## src/rtl/pipe_ctrl_pkg.sv

```systemverilog
// Shared types and constants for the pipeline hazard controller.
package pipe_ctrl_pkg;

  // Controller operating states.
  typedef enum logic [1:0] {
    RUN      = 2'd0,
    MEM_WAIT = 2'd1,
    HALT     = 2'd2
  } state_e;

  // Encoding of "addi x0, x0, 0", the instruction a bubble stands for.
  localparam logic [31:0] NOP = 32'h00000013;

  // Width of a counter that must hold the values 0 .. n-1.
  function automatic int cnt_width(input int n);
    return (n <= 2) ? 1 : $clog2(n);
  endfunction

endpackage

```

## src/rtl/pipeline_hazard_ctrl_sat_counter.sv

```systemverilog
// Saturating up-counter: increments on inc and holds at all-ones.
module sat_counter #(
  parameter int W = 32
) (
  input  logic         clk,
  input  logic         reset,
  input  logic         inc,
  output logic [W-1:0] count
);

  logic [W-1:0] count_q;
  logic [W-1:0] count_d;

  // Next count: step by one unless already pinned at the maximum.
  always_comb begin
    count_d = count_q;
    if (inc && (count_q != {W{1'b1}})) begin
      count_d = count_q + 1'b1;
    end
  end

  // Count register, cleared by the asynchronous reset.
  always_ff @(posedge clk or posedge reset) begin
    if (reset) begin
      count_q <= '0;
    end else begin
      count_q <= count_d;
    end
  end

  assign count = count_q;

endmodule

```

## src/rtl/pipeline_hazard_ctrl.sv

```systemverilog
// Stall/flush controller for the 5-stage RV32I pipeline: fixed-priority
// arbitration of HALT, dmem wait, taken branch, load-use and jump, with a
// dmem wait watchdog and saturating stall/flush performance counters.
module pipeline_hazard_ctrl
  import pipe_ctrl_pkg::*;
#(
  parameter int MEM_TIMEOUT = 256,
  parameter int CNT_W       = 32
) (
  input  logic             clk,
  input  logic             reset,
  input  logic [4:0]       id_rs1,
  input  logic [4:0]       id_rs2,
  input  logic             id_use_rs1,
  input  logic             id_use_rs2,
  input  logic             ex_mem_read,
  input  logic [4:0]       ex_rd,
  input  logic             id_jal,
  input  logic             ex_br_taken,
  input  logic             dmem_req,
  input  logic             dmem_ready,
  output logic             pc_we,
  output logic             if_id_we,
  output logic             flush_jal,
  output logic             flush_branch,
  output logic             id_ex_bubble,
  output logic             pipe_freeze,
  output logic             mem_timeout,
  output logic [CNT_W-1:0] stall_cnt,
  output logic [CNT_W-1:0] flush_cnt
);

  localparam int                WAIT_W    = cnt_width(MEM_TIMEOUT);
  localparam logic [WAIT_W-1:0] WAIT_LAST = WAIT_W'(MEM_TIMEOUT - 1);

  state_e            state_q, state_d;
  logic [WAIT_W-1:0] wait_q, wait_d;
  logic              timeout_q, timeout_d;

  logic load_use;
  logic mem_busy;

  // Hazard detection on the raw pipeline inputs.
  always_comb begin
    load_use = ex_mem_read && (ex_rd != 5'd0) &&
               ((id_use_rs1 && (id_rs1 == ex_rd)) ||
                (id_use_rs2 && (id_rs2 == ex_rd)));
    mem_busy = dmem_req && !dmem_ready;
  end

  // Next-state, wait counter and priority-arbitrated control outputs.
  always_comb begin
    state_d      = state_q;
    wait_d       = '0;
    timeout_d    = timeout_q;
    pc_we        = 1'b1;
    if_id_we     = 1'b1;
    flush_jal    = 1'b0;
    flush_branch = 1'b0;
    id_ex_bubble = 1'b0;
    pipe_freeze  = 1'b0;

    if (reset) begin
      // Keep the front end idle and feed NOPs while reset is held.
      pc_we        = 1'b0;
      if_id_we     = 1'b0;
      id_ex_bubble = 1'b1;
    end else if (state_q == HALT) begin
      pc_we       = 1'b0;
      if_id_we    = 1'b0;
      pipe_freeze = 1'b1;
    end else if (mem_busy) begin
      // Whole pipeline holds; any pending branch/jump is re-evaluated later.
      pc_we       = 1'b0;
      if_id_we    = 1'b0;
      pipe_freeze = 1'b1;
      if (state_q == RUN) begin
        state_d = MEM_WAIT;
      end else if (wait_q == WAIT_LAST) begin
        state_d   = HALT;
        timeout_d = 1'b1;
      end else begin
        wait_d = wait_q + 1'b1;
      end
    end else begin
      state_d = RUN;
      if (ex_br_taken) begin
        if_id_we     = 1'b0;
        flush_branch = 1'b1;
        id_ex_bubble = 1'b1;
      end else if (load_use) begin
        // The jump, if any, is taken once the load result is available.
        pc_we        = 1'b0;
        if_id_we     = 1'b0;
        id_ex_bubble = 1'b1;
      end else if (id_jal) begin
        if_id_we  = 1'b0;
        flush_jal = 1'b1;
      end
    end
  end

  // FSM state, consecutive-wait counter and sticky timeout flag.
  always_ff @(posedge clk or posedge reset) begin
    if (reset) begin
      state_q   <= RUN;
      wait_q    <= '0;
      timeout_q <= 1'b0;
    end else begin
      state_q   <= state_d;
      wait_q    <= wait_d;
      timeout_q <= timeout_d;
    end
  end

  assign mem_timeout = timeout_q;

  sat_counter #(.W(CNT_W)) u_stall_cnt (
    .clk   (clk),
    .reset (reset),
    .inc   (!pc_we),
    .count (stall_cnt)
  );

  sat_counter #(.W(CNT_W)) u_flush_cnt (
    .clk   (clk),
    .reset (reset),
    .inc   (flush_jal || flush_branch),
    .count (flush_cnt)
  );

endmodule
```

## config.mk

```make
export PLATFORM = sky130hd
export DESIGN_NAME = pipeline_hazard_ctrl
export DESIGN_NICKNAME = d
export VERILOG_FILES = /design/src/rtl/pipe_ctrl_pkg.sv /design/src/rtl/pipeline_hazard_ctrl_sat_counter.sv /design/src/rtl/pipeline_hazard_ctrl.sv
export SDC_FILE = /design/constraint.sdc
export NUM_CORES = 1
export LEC_CHECK = 0
export CORE_MARGIN = 1.5
export CORE_UTILIZATION = 44
export DETAILED_ROUTE_END_ITERATION = 12
export GPL_ROUTABILITY_DRIVEN = 0
export PLACE_DENSITY = 0.72
export SETUP_SLACK_MARGIN = 0.1
export SYNTH_ARGS = -nofsm -noshare
export SYNTH_HDL_FRONTEND = slang
export SYNTH_SLANG_ARGS = --single-unit
export TNS_END_PERCENT = 10
```

## constraint.sdc

```tcl
create_clock -name clk -period 5.6 [get_ports clk]
set_input_delay 1.12 -clock clk [delete_from_list [all_inputs] [get_ports clk]]
set_output_delay 1.12 -clock clk [all_outputs]
set_load 0.03 [all_outputs]
```

Word level (Yosys, flattened, before mapping)
Cells that the tools add are included.
Widths: inputs -> output; s select.

storage, ports and cells
  bits of input ports = 24
  word-level logic and storage cells = 70
  register bits = 75
  output and inout port bits = 71

operators by class
  equality and inequality tests = 7
  add/sub/neg operators = 3
  bitwise logic cells = 3
  muxes and demuxes = 37
  reduce and logical (&&, ||, !) cells = 15

operators by type and width
  kind                   count
  $add 32x1->32 const B  2
  $ne 32x32->1 const B   2
  $mux 8                 5
  $mux 1                 29
  $eq 5x5->1             2
  $add 8x1->8 const B    1
  $eq 8x8->1 const B     1
  $logic_and 1x1->1      7
  $mux 2                 3
  $reduce_and 5->1       1
  $reduce_bool 5->1      1
  $ne 3x1->1 const B     1
  $not 1->1              3
  $reduce_and 3->1       1
  $eq 2x2->1 const B     1
  $logic_not 1->1        2
  $logic_not 2->1        1
  $logic_or 1x1->1       2

Logic depth before layout (Yosys ltp)
Gate-level depths: netlist of run 1.

  depth in word-level cells = 11
  mapped depth = 8

Hierarchy
Synthesis of run 1 repeated with hierarchy kept, for this count alone.

second synthesis, totals
  cell total of the unflattened synthesis = 360
  area, all modules = 3,854.9 µm²

modules (own cells, without submodules)
  module                area each (µm²)  times used  cells an instance
  sat_counter           1,561.5          2           139
  pipeline_hazard_ctrl  732.0            1           82

Worst setup path before layout of run 1
Ideal clock, no wire load.

  path kind = input-to-output
  start = input reset
  end = output flush_jal
  stages = 3
  required time = 4.480 ns
  data arrival time = 4.060 ns
  slack = 0.420 ns
  cell sequence = inv_1 nand2_1 nor4b_1

between the ends
  cells in the longest elaborated chain, start to end = 1

RTL lines
  element          RTL line                    text
  start, declared  pipeline_hazard_ctrl.sv:11  input logic reset,
  $mux 1           pipeline_hazard_ctrl.sv:63  if (reset) begin
  end, declared    pipeline_hazard_ctrl.sv:24  output logic flush_jal,

No other way between the ends.

Worst setup path after layout of run 1
  start = input ex_rd[1]
  end = output flush_jal

between the ends
  cells in the longest elaborated chain, start to end = 9

RTL lines
  element                                      RTL line                                                text
  start, declared                              pipeline_hazard_ctrl.sv:17                              input logic [4:0] ex_rd,
  $eq 5x5->1, on equally long branches         pipeline_hazard_ctrl.sv:46, pipeline_hazard_ctrl.sv:47
  $logic_and 1x1->1, on equally long branches  pipeline_hazard_ctrl.sv:46, pipeline_hazard_ctrl.sv:47
  $logic_or 1x1->1                             pipeline_hazard_ctrl.sv:46                              ((id_use_rs1 && (id_rs1 == ex_rd)) ||
  $logic_and 1x1->1 *                          pipeline_hazard_ctrl.sv:45                              load_use = ex_mem_read && (ex_rd != 5'd0) &&
  $mux 1 *                                     pipeline_hazard_ctrl.sv:91                              end else if (load_use) begin
  $mux 1 *                                     pipeline_hazard_ctrl.sv:87                              if (ex_br_taken) begin
  $mux 1 *                                     pipeline_hazard_ctrl.sv:72                              end else if (mem_busy) begin
  $mux 1 *                                     pipeline_hazard_ctrl.sv:68                              end else if (state_q == HALT) begin
  $mux 1 *                                     pipeline_hazard_ctrl.sv:63

Mark *: on every way between the ends. The rest lies on a longest branch, timed or not.

==> summary.md, run 1 <==
| Metric | Value |
|---|---|
| Status | `finished clean` |
| Max_cap viols | `0` |
| Congestion Overflow GR | `0` |
| First-pass GRT wire length | `14600 um` |
| FF+latch area | `1880 sq um` |
| Critical Path AT | `3.52 ns` |
| Final period util | `82.9%` |
| Syn_nets | `399` |
| Hold path startpoint | `mem_timeout` |
| Unrepaired setup endpoints after global routing | `no` |
| Fin nets | `493` |
| Pwr Density | `290 nW/um^2` |
| Avg WL per Cell | `14.6 um` |
| Type of the worst min-delay path | `reg -> reg` |
| Worst r2r src | `u_flush_cnt.count[0]` |
| # H-tree levels | `3` |
| Setup WS pre-CTS | `0.938 ns` |
| Reg-to-Reg End | `u_flush_cnt.count[1]` |
| GRT Total Usage | `18.7%` |
| Worst Path Max Fanout | `3` |
| Area growth syn-to-layout | `32.7%` |
| VDD IR-drop max | `210 uV` |
| Number of distinct library cells after synthesis | `40` |
| First drt pass iteration count | `5` |
| Post-route cell area | `5140 sq um` |
| Die Ht | `96.8 um` |
| Worst slew pin tran | `0.941 ns` |
| Crit. End Element | `primary output` |
| ANT nets after route | `0` |
| R2R Setup Slk | `2.69 ns` |
| Num rows | `34` |
| 1st-iter DRT viols | `83` |
| Port Buffer Count | `94` |
| Area contributors post-synth | `dfrtp_1 (48%), xnor2_1 (16%), nand4_1 (6.1%), and3_1 (4.4%), nand3_1 (3.4%)` |
| R2R cell count | `7` |
| Slew margin rel. | `37.3%` |
| Tmin final | `4.64 ns` |
| Critical Path Start Type | `primary input` |
| # resized after CTS | `0` |
| Required @ worst endpoint | `4.48 ns` |
| Post-Route WL | `8450 um` |
| Final Worst Setup Slack | `0.960 ns` |
| Via Count | `3130` |
| Setup TNS | `0 ns` |
| Placed cells | `563` |
| Top FF cell, synth | `dfrtp_1` |
| Initial Util | `44.8%` |
| Ports | `95` |
| Hold endpoint | `mem_timeout` |
| Mapped Cells | `372` |
| Initial antenna violation count | `0` |
| Post-placement cell area | `4900 sq um` |
| Layout cell share with drive strength beyond 1 | `5.94%` |
| Asr flop ratio synth | `100%` |
| WS Path Type | `in -> out` |
| Clock Skew | `0.00931 ns` |
| Leakage | `2.11 nW` |
| Clk pin slew, worst setup/hold paths | `0.08 ns` |
| Pin count of the biggest net entering global routing | `77` |
| Most frequent cells in the layout | `clkdlybuf4s50_1 (94), dfrtp_1 (75), xnor2_1 (69)` |
| Max-slew violations | `0` |
| Vias/cell | `5.41` |
| Worst Hold Path Cells | `1` |
| Post-synth EDFFs | `0` |
| Mean Syn Cell Area | `10.4 sq um` |
| Fillers | `760` |
| # diodes | `0` |
| Die ar. | `9370 sq um` |
| Fmax | `216 MHz` |
| Finish-stage setup viols | `0` |
| Core area | `8640 sq um` |
| Worst-skew pair later-pin latency | `0.34 ns` |
| Commonest non-fill, non-tap cell in the layout | `clkdlybuf4s50_1` |
| Register bit count reported by yosys | `75` |
| Cts hold-fix bufs | `0` |
| Post-CTS setup buffer count | `0` |
| Post-synth top area share | `48.5%` |
| Total power | `1.49 mW` |
| CTS tree | `done` |
| Area of the multi-input gates | `1900 sq um` |
| Vias in the first global route | `3068` |
| CTS root buf | `clkbuf_8` |
| Synthesized area | `3870 sq um` |
| Seq/Total Area, Yosys | `48.5%` |
| CTS Buffer Depth | `2` |
| Die X | `96.8 um` |
| Final std cells w/o fill | `579` |
| Num CTS Buffers | `9` |
| Post-synth top area cell | `dfrtp_1` |
| Drt drc | `0` |
| Hold Vio Cnt, Final | `0` |
| Detail Placement HPWL | `5890 um` |
| CTS sink cnt | `75` |
| Synth warn | `0` |
[cell type report]
class / count / area share [%]
inverters: 9 / 0.657
multi-input cells: 275 / 36.9
clock buffers: 11 / 2.75
clock inverters: 5 / 1.95
repair buffers: 96 / 18.6
flip-flops and latches: 75 / 36.5
well taps: 108 / 2.63
[layer usage]
metal	routed length, um	share of wire, %	GRT usage, %
met1	3910	46	25.2
met2	4150	49	30.2
met3	314	3.7	3.68
met4	77	0.91	6.35
met5	0	0	0
[kinds of logic (layout without fill, tap and decap cells)]
family	count (synthesis)	count (layout)	share of synthesized area [%]
AND/OR/NAND/NOR	180	180	27.6
AO/OA/AOI/OAI	13	13	2.29
flip-flops	75	75	48.5
XOR/XNOR	76	76	17.2
buffers and inverters	22	121	2.58
multiplexers	3	3	0.872
adder cells (fa/ha/maj)	3	3	0.969
[registers in the layout, indices dropped and copies added (netlist names)]
signal,cells
state_q,2
u_flush_cnt.count,32
wait_q,8
mem_timeout,1
u_stall_cnt.count,32
[per-stage QoR]
| step | hold WS [ns] | util, % |
|---|---|---|
| floorplan | 0.452 | - |
| global placement | 0.439 | 56.7 |
| detailed placement | 0.449 | 56.7 |
| CTS | 0.466 | 59.5 |
| global route | 0.488 | 59.5 |
| finish | 0.461 | 59.5 |
[cells in the mapped netlist (2+ instances only)]
| cell | number |
|---|---|
| clkbuf_1 | 4 |
| nand4_1 | 38 |
| and4_1 | 11 |
| and2_1 | 5 |
| buf_2 | 8 |
| ha_1 | 3 |
| and3_1 | 27 |
| a21oi_1 | 4 |
| mux2_2 | 2 |
| nand4b_1 | 5 |
| nor4_1 | 3 |
| nor2_1 | 20 |
| nor3_1 | 5 |
| dfrtp_1 | 75 |
| nand2b_1 | 3 |
| nand3_1 | 26 |
| nor4b_2 | 3 |
| o21ai_0 | 2 |
| xor2_1 | 7 |
| inv_1 | 9 |
| xnor2_1 | 69 |
| nand2_1 | 24 |
| a21o_1 | 2 |
[worst max-delay path by stage]
stage | endpoint | startpoint | slack [ns] | cells past startpoint
5_1_grt | flush_jal | ex_rd[1] | 0.82 | 6
2_1_floorplan | flush_jal | reset | 0.42 | 3
3_5_place_dp | flush_jal | ex_rd[1] | 0.94 | 6
6_report | flush_jal | ex_rd[1] | 0.96 | 6
3_3_place_gp | flush_jal | ex_rd[1] | 0.99 | 6
4_1_cts | flush_jal | ex_rd[1] | 0.94 | 6
[critical path, stage by stage]
cell	delay (ns)
clkdlybuf4s50_1	0.46
or4_1	0.54
o21ai_1	0.15
and2b_1	0.22
nor4b_1	0.31
clkdlybuf4s50_1	0.73
[where the power goes]
| group | total (mW) | switching (mW) | leakage (nW) | internal (mW) |
|---|---|---|---|---|
| registers | 0.650 | 0.0612 | 1.02 | 0.589 |
| clock network | 0.504 | 0.196 | 0.123 | 0.307 |
| logic | 0.339 | 0.184 | 0.968 | 0.155 |
| total | 1.49 | 0.441 | 2.11 | 1.05 |
(Power assumes the default switching activity.)
==> run 2, diff against run 1 <==
==> constraint.sdc (replaced) <==
create_clock -name clk -period 4.7 [get_ports clk]
set_input_delay 0.94 -clock clk [delete_from_list [all_inputs] [get_ports clk]]
set_output_delay 0.94 -clock clk [all_outputs]
set_load 0.03 [all_outputs]
==> run 2 against run 1 <==
Sequential share of layout area rose by 0.45 points. Die area stayed put. Sequential power up 19%. Combinational power is 19% higher. Via count increased by 0.29%. Core utilization down 0.72 points. Design area decreased by 1.2%. Power up 7.0%. Critical path depth is the same. Non-clock buffer count is 2 higher. Global-route usage shrank 0.11 points. Largest power group unchanged.
==> summary.md, run 2 (synthesis gave the netlist of run 1 again) <==
| Metric | Value |
|---|---|
| Status | `finished clean (unchanged)` |
| Worst Hold Path Cells | `1 (unchanged)` |
| Max-slew violations | `0 (unchanged)` |
| Die Ht | `96.8 um (unchanged)` |
| Initial Util | `44.8% (unchanged)` |
| First drt pass iteration count | `4 (was 5)` |
| First-pass GRT wire length | `14400 um (was 14600 um)` |
| VDD IR-drop max | `280 uV (was 210 uV)` |
| Core area | `8640 sq um (unchanged)` |
| Post-Route WL | `8340 um (was 8450 um)` |
| Fillers | `759 (was 760)` |
| GRT Total Usage | `18.6% (was 18.7%)` |
| Layout cell share with drive strength beyond 1 | `5.93% (was 5.94%)` |
| Top delay family on crit path | `buffers and inverters (unchanged)` |
| Drt drc | `0 (unchanged)` |
| Slowest CP cell | `clkdlybuf4s50_1 (unchanged)` |
| Vias/cell | `5.41 (about the same)` |
| Unrepaired setup endpoints after global routing | `no (unchanged)` |
| Worst-skew pair later-pin latency | `0.34 ns (about the same)` |
| FF+latch area | `1880 sq um (unchanged)` |
| Psw | `0.508 mW (was 0.441 mW)` |
| R2R cell count | `6 (was 7)` |
| R2R Setup Slk | `2.04 ns (was 2.69 ns)` |
| Switching Fraction | `31.8% (was 29.5%)` |
| CP peak stage delay | `0.72 ns (was 0.73 ns)` |
| Hold path startpoint | `mem_timeout (unchanged)` |
| ANT nets after route | `0 (unchanged)` |
| # resized after CTS | `0 (unchanged)` |
| Area growth syn-to-layout | `31.1% (was 32.7%)` |
| Num rows | `34 (unchanged)` |
| Worst Path Max Fanout | `3 (unchanged)` |
| Ports | `95 (unchanged)` |
| Most frequent cells in the layout | `clkdlybuf4s50_1 (94), dfrtp_1 (75), xnor2_1 (69) (unchanged)` |
| Detail Placement HPWL | `5880 um (was 5890 um)` |
| Slew margin rel. | `37.5% (was 37.3%)` |
| Worst path most repeated cell | `clkdlybuf4s50_1 (unchanged)` |
| Die X | `96.8 um (unchanged)` |
| Clock Power Share | `26.3% (was 33.7%)` |
| Cts hold-fix bufs | `0 (unchanged)` |
| CTS tree | `done (unchanged)` |
| Max_cap viols | `0 (unchanged)` |
| WS Path Type | `in -> out (unchanged)` |
| Vias in the first global route | `3019 (was 3068)` |
| Port Buffer Count | `94 (unchanged)` |
| Clk pin slew, worst setup/hold paths | `0.07 ns (was 0.08 ns)` |
| Total power | `1.60 mW (was 1.49 mW)` |
| Hold endpoint | `mem_timeout (unchanged)` |
| Fmax | `236 MHz` |
| Final period util | `90.3%` |
| Num CTS Buffers | `9 (unchanged)` |
| Hold Vio Cnt, Final | `0 (unchanged)` |
| Post-CTS setup buffer count | `0 (unchanged)` |
| Crit. End Element | `primary output (unchanged)` |
| Type of the worst min-delay path | `reg -> reg (unchanged)` |
| Initial antenna violation count | `0 (unchanged)` |
| Cell Int Power | `1.09 mW (was 1.05 mW)` |
| Worst r2r src | `u_stall_cnt.count[4] (was u_flush_cnt.count[0])` |
| Sequential Power Share | `48.5% (was 43.6%)` |
| Die ar. | `9370 sq um (unchanged)` |
| Avg WL per Cell | `14.4 um (was 14.6 um)` |
| Pin count of the biggest net entering global routing | `77 (unchanged)` |
| Worst slew pin tran | `0.938 ns (was 0.941 ns)` |
| Comb power frac | `25.2% (was 22.7%)` |
| # H-tree levels | `3 (unchanged)` |
| Tmin final | `4.25 ns` |
| CTS root buf | `clkbuf_8 (unchanged)` |
| Via Count | `3139 (was 3130)` |
| Congestion Overflow GR | `0 (unchanged)` |
| Area of the multi-input gates | `1900 sq um (unchanged)` |
| Crit. Startpoint | `ex_rd[1] (unchanged)` |
| Critical Path AT | `3.31 ns (was 3.52 ns)` |
| Fin nets | `495 (was 493)` |
| Leakage | `2.08 nW (was 2.11 nW)` |
| Clock Skew | `0.0102 ns (was 0.00931 ns)` |
| Required @ worst endpoint | `3.76 ns (was 4.48 ns)` |
| Finish-stage setup viols | `0 (unchanged)` |
| 1st-iter DRT viols | `101 (was 83)` |
| CTS sink cnt | `75 (unchanged)` |
| CTS Buffer Depth | `2 (unchanged)` |
| Commonest non-fill, non-tap cell in the layout | `clkdlybuf4s50_1 (unchanged)` |
| Critical Path Start Type | `primary input (unchanged)` |
| Reg-to-Reg End | `u_stall_cnt.count[1] (was u_flush_cnt.count[1])` |
| Worst path buffer plus inverter count | `2 (unchanged)` |
| Pwr Density | `315 nW/um^2 (was 290 nW/um^2)` |
| CP cell instances | `clkdlybuf4s50_1 -> or4_1 -> o21ai_1 -> and2b_1 -> nor4b_1 -> clkdlybuf4s50_1 (unchanged)` |
| # diodes | `0 (unchanged)` |
| Setup TNS | `0 ns (unchanged)` |
[run 2: how the worst max path moves through the flow]
stage	endpoint	slack, ns	depth (start not counted)
global placement	flush_jal	0.46	6
finish	flush_jal	0.45	6
CTS	flush_jal	0.43	6
detailed placement	flush_jal	0.43	6
global route	flush_jal	0.32	6
floorplan	flush_jal	0.75	3
[run 2: final cells by class]
class | count | area share (%)
clock buffer | 12 | 2.86
clock inverter | 3 | 0.296
inverter | 9 | 0.739
multi-input combinational | 275 | 37.3
sequential | 75 | 37.0
tap | 108 | 2.66
timing repair buffer | 98 | 19.1
[run 2: routing by layer]
metal	up-vias	share of wire, %	track usage, %	wire, um
met2	74	48	30.6	4020
met1	1521	46	24.6	3860
li1	1533	-	-	-
met3	11	4.4	4.99	364
met4	0	1.0	4.12	84
met5	-	0	0	0
[run 2: power by group through the flow]
stage               registers [mW]  logic [mW]  clock network, mW
floorplan                    0.882       0.135                  0
global placement             0.783       0.401                  0
detailed placement           0.787       0.407                  0
CTS                          0.776       0.407              0.439
global route                 0.785       0.431              0.465
finish                       0.775       0.402              0.420
[run 2: through the flow]
stage                     utilization, %  hold WS [ns]  cell area [sq um]  cells  setup slack [ns]
after floorplan                        -         0.452               3880    372             0.745
after global placement              56.9         0.440               4920    565             0.458
after detailed placement            56.9         0.449               4920    565             0.429
after CTS                           58.8         0.465               5080    580             0.431
after global routing                58.8         0.501               5080    580             0.319
final                               58.8         0.463               5080    580             0.454
==> run 3, diff against run 2 <==
--- a/config.mk
+++ b/config.mk
@@ -5,7 +5,6 @@
 export SDC_FILE = /design/constraint.sdc
 export NUM_CORES = 1
 export LEC_CHECK = 0
-export CORE_MARGIN = 1.5
 export CORE_UTILIZATION = 44
 export DETAILED_ROUTE_END_ITERATION = 12
 export GPL_ROUTABILITY_DRIVEN = 0
==> run 3 against run 2 <==
Sequential power about the same. Clock skew about the same. Wire length is 0.61% higher. Worst hold slack hardly changed. Cell count decreased by 0.34%. Worst setup slack better by 0.0031 ns. Register-to-register slack lost 0.20 ns. Critical endpoint unchanged.
==> summary.md, run 3 (synthesis gave the netlist of run 1 again) <==
| Metric | Value |
|---|---|
| Critical Path AT | `3.30 ns (was 3.31 ns)` |
| Die X | `95.8 um (was 96.8 um)` |
| Worst path most repeated cell | `clkdlybuf4s50_1 (unchanged)` |
| Congestion Overflow GR | `0 (unchanged)` |
| Tmin final | `4.24 ns (was 4.25 ns)` |
| VDD IR-drop max | `280 uV (about the same)` |
| Post-Route WL | `8390 um (was 8340 um)` |
| CTS tree | `done (unchanged)` |
| Met1 Usage GRT | `26.1% (was 24.6%)` |
| Most frequent cells in the layout | `clkdlybuf4s50_1 (94), dfrtp_1 (75), xnor2_1 (69) (unchanged)` |
| CP peak stage delay | `0.72 ns (about the same)` |
| Initial antenna violation count | `0 (unchanged)` |
| Pwr Density | `341 nW/um^2 (was 315 nW/um^2)` |
| Unrepaired setup endpoints after global routing | `no (unchanged)` |
| Crit. End Element | `primary output (unchanged)` |
| Top Usage Layer GRT | `met2 (unchanged)` |
| Ports | `95 (unchanged)` |
| GRT Total Usage | `19.8% (was 18.6%)` |
| Port Buffer Count | `94 (unchanged)` |
| First-pass GRT wire length | `14100 um (was 14400 um)` |
| Final Worst Setup Slack | `0.457 ns (was 0.454 ns)` |
| WS Path Type | `in -> out (unchanged)` |
| Required @ worst endpoint | `3.76 ns (about the same)` |
| Setup WS pre-CTS | `0.433 ns (was 0.429 ns)` |
| Vias/cell | `5.42 (was 5.41)` |
| Fin nets | `496 (was 495)` |
| Layout cell share with drive strength beyond 1 | `6.55% (was 5.93%)` |
| Die ar. | `9180 sq um (was 9370 sq um)` |
| Leakage | `2.12 nW (was 2.08 nW)` |
| FF+latch area | `1880 sq um (unchanged)` |
| Critical Path Start Type | `primary input (unchanged)` |
| Met2 Use GR | `31.3% (was 30.6%)` |
| Drt drc | `0 (unchanged)` |
| Core area | `8380 sq um (was 8640 sq um)` |
| Commonest non-fill, non-tap cell in the layout | `clkdlybuf4s50_1 (unchanged)` |
| ANT nets after route | `0 (unchanged)` |
| Avg WL per Cell | `14.5 um (was 14.4 um)` |
| Setup TNS | `0 ns (unchanged)` |
| Final period util | `90.3% (about the same)` |
| Clk pin slew, worst setup/hold paths | `0.07 ns (about the same)` |
| Die Ht | `95.8 um (was 96.8 um)` |
| Post-CTS setup buffer count | `0 (unchanged)` |
| Num CTS Buffers | `9 (unchanged)` |
| # diodes | `0 (unchanged)` |
| # resized after CTS | `0 (unchanged)` |
| First drt pass iteration count | `6 (was 4)` |
| Area growth syn-to-layout | `33.0% (was 31.1%)` |
| Finish-stage setup viols | `0 (unchanged)` |
| Fillers | `732 (was 759)` |
| # H-tree levels | `3 (unchanged)` |
| Slowest CP cell | `clkdlybuf4s50_1 (unchanged)` |
| Vias in the first global route | `3013 (was 3019)` |
| CTS sink cnt | `75 (unchanged)` |
| Area of the multi-input gates | `1900 sq um (unchanged)` |
| Detail Placement HPWL | `5950 um (was 5880 um)` |
| Final std cells w/o fill | `578 (was 580)` |
| Placed cells | `563 (was 565)` |
| Pin count of the biggest net entering global routing | `77 (unchanged)` |
| Worst-skew pair later-pin latency | `0.34 ns (about the same)` |
| Max-slew violations | `0 (unchanged)` |
| Num rows | `33 (was 34)` |
| CTS root buf | `clkbuf_8 (unchanged)` |
| Via Count | `3134 (was 3139)` |
| Slew margin rel. | `38.1% (was 37.5%)` |
| Max_cap viols | `0 (unchanged)` |
| Worst path buffer plus inverter count | `2 (unchanged)` |
| Status | `finished clean (unchanged)` |
| Worst Path Max Fanout | `3 (unchanged)` |
| Hold Vio Cnt, Final | `0 (unchanged)` |
| Cts hold-fix bufs | `0 (unchanged)` |
| Initial Util | `46.2% (was 44.8%)` |
| CTS Buffer Depth | `2 (unchanged)` |
| Clock Skew | `0.0100 ns (was 0.0102 ns)` |
| Top delay family on crit path | `buffers and inverters (unchanged)` |
| CP cell instances | `clkdlybuf4s50_1 -> or4_1 -> o21ai_1 -> and2b_1 -> nor4b_1 -> clkdlybuf4s50_1 (unchanged)` |
| Met3 track demand over resource | `5.61% (was 4.99%)` |
| 1st-iter DRT viols | `120 (was 101)` |
| Type of the worst min-delay path | `reg -> reg (unchanged)` |
| Fmax | `236 MHz (about the same)` |
| Worst hold slack | `0.464 ns (was 0.463 ns)` |
| Total power | `1.75 mW (was 1.60 mW)` |
| Worst slew pin tran | `0.928 ns (was 0.938 ns)` |
| R2R Setup Slk | `1.84 ns (was 2.04 ns)` |
## run 3: path summary, 6_finish.rpt
check	start	to	cells past startpoint
worst min register to register	mem_timeout	mem_timeout	1
worst max register to register	u_flush_cnt.count[0]	u_flush_cnt.count[1]	8
worst max-delay path	ex_rd[1]	flush_jal	6
worst min-delay path	mem_timeout	mem_timeout	1
max in group asynchronous	reset	u_stall_cnt.count[15]	3
min in group asynchronous	reset	state_q[0]	3
## run 3: area by class of cell
type,count,area share [%]
multi-input cells,275,36.8
flip-flops and latches,75,36.5
repair buffers,99,19.0
well taps,105,2.55
clock buffers,9,2.41
clock inverters,6,2.04
inverters,9,0.729
## run 3: per-layer routing
metal | up-vias | part of all wire (%)
met2 | 90 | 47
met1 | 1507 | 46
met4 | 0 | 1.3
met3 | 14 | 5.4
met5 | - | 0
li1 | 1523 | -
## run 3: power breakdown
group | switching, mW | internal [mW] | total, mW | leakage [nW]
Clock | 0.229 | 0.347 | 0.576 | 0.119
Sequential | 0.0718 | 0.702 | 0.774 | 1.02
Combinational | 0.219 | 0.186 | 0.405 | 0.977
Total | 0.520 | 1.24 | 1.75 | 2.12
## run 3: stage by stage
step / util [%] / instance area (sq um)
floorplan: - / 3880
global placement: 58.7 / 4920
detailed placement: 58.7 / 4920
CTS: 61.4 / 5150
global route: 61.4 / 5150
finish: 61.4 / 5150
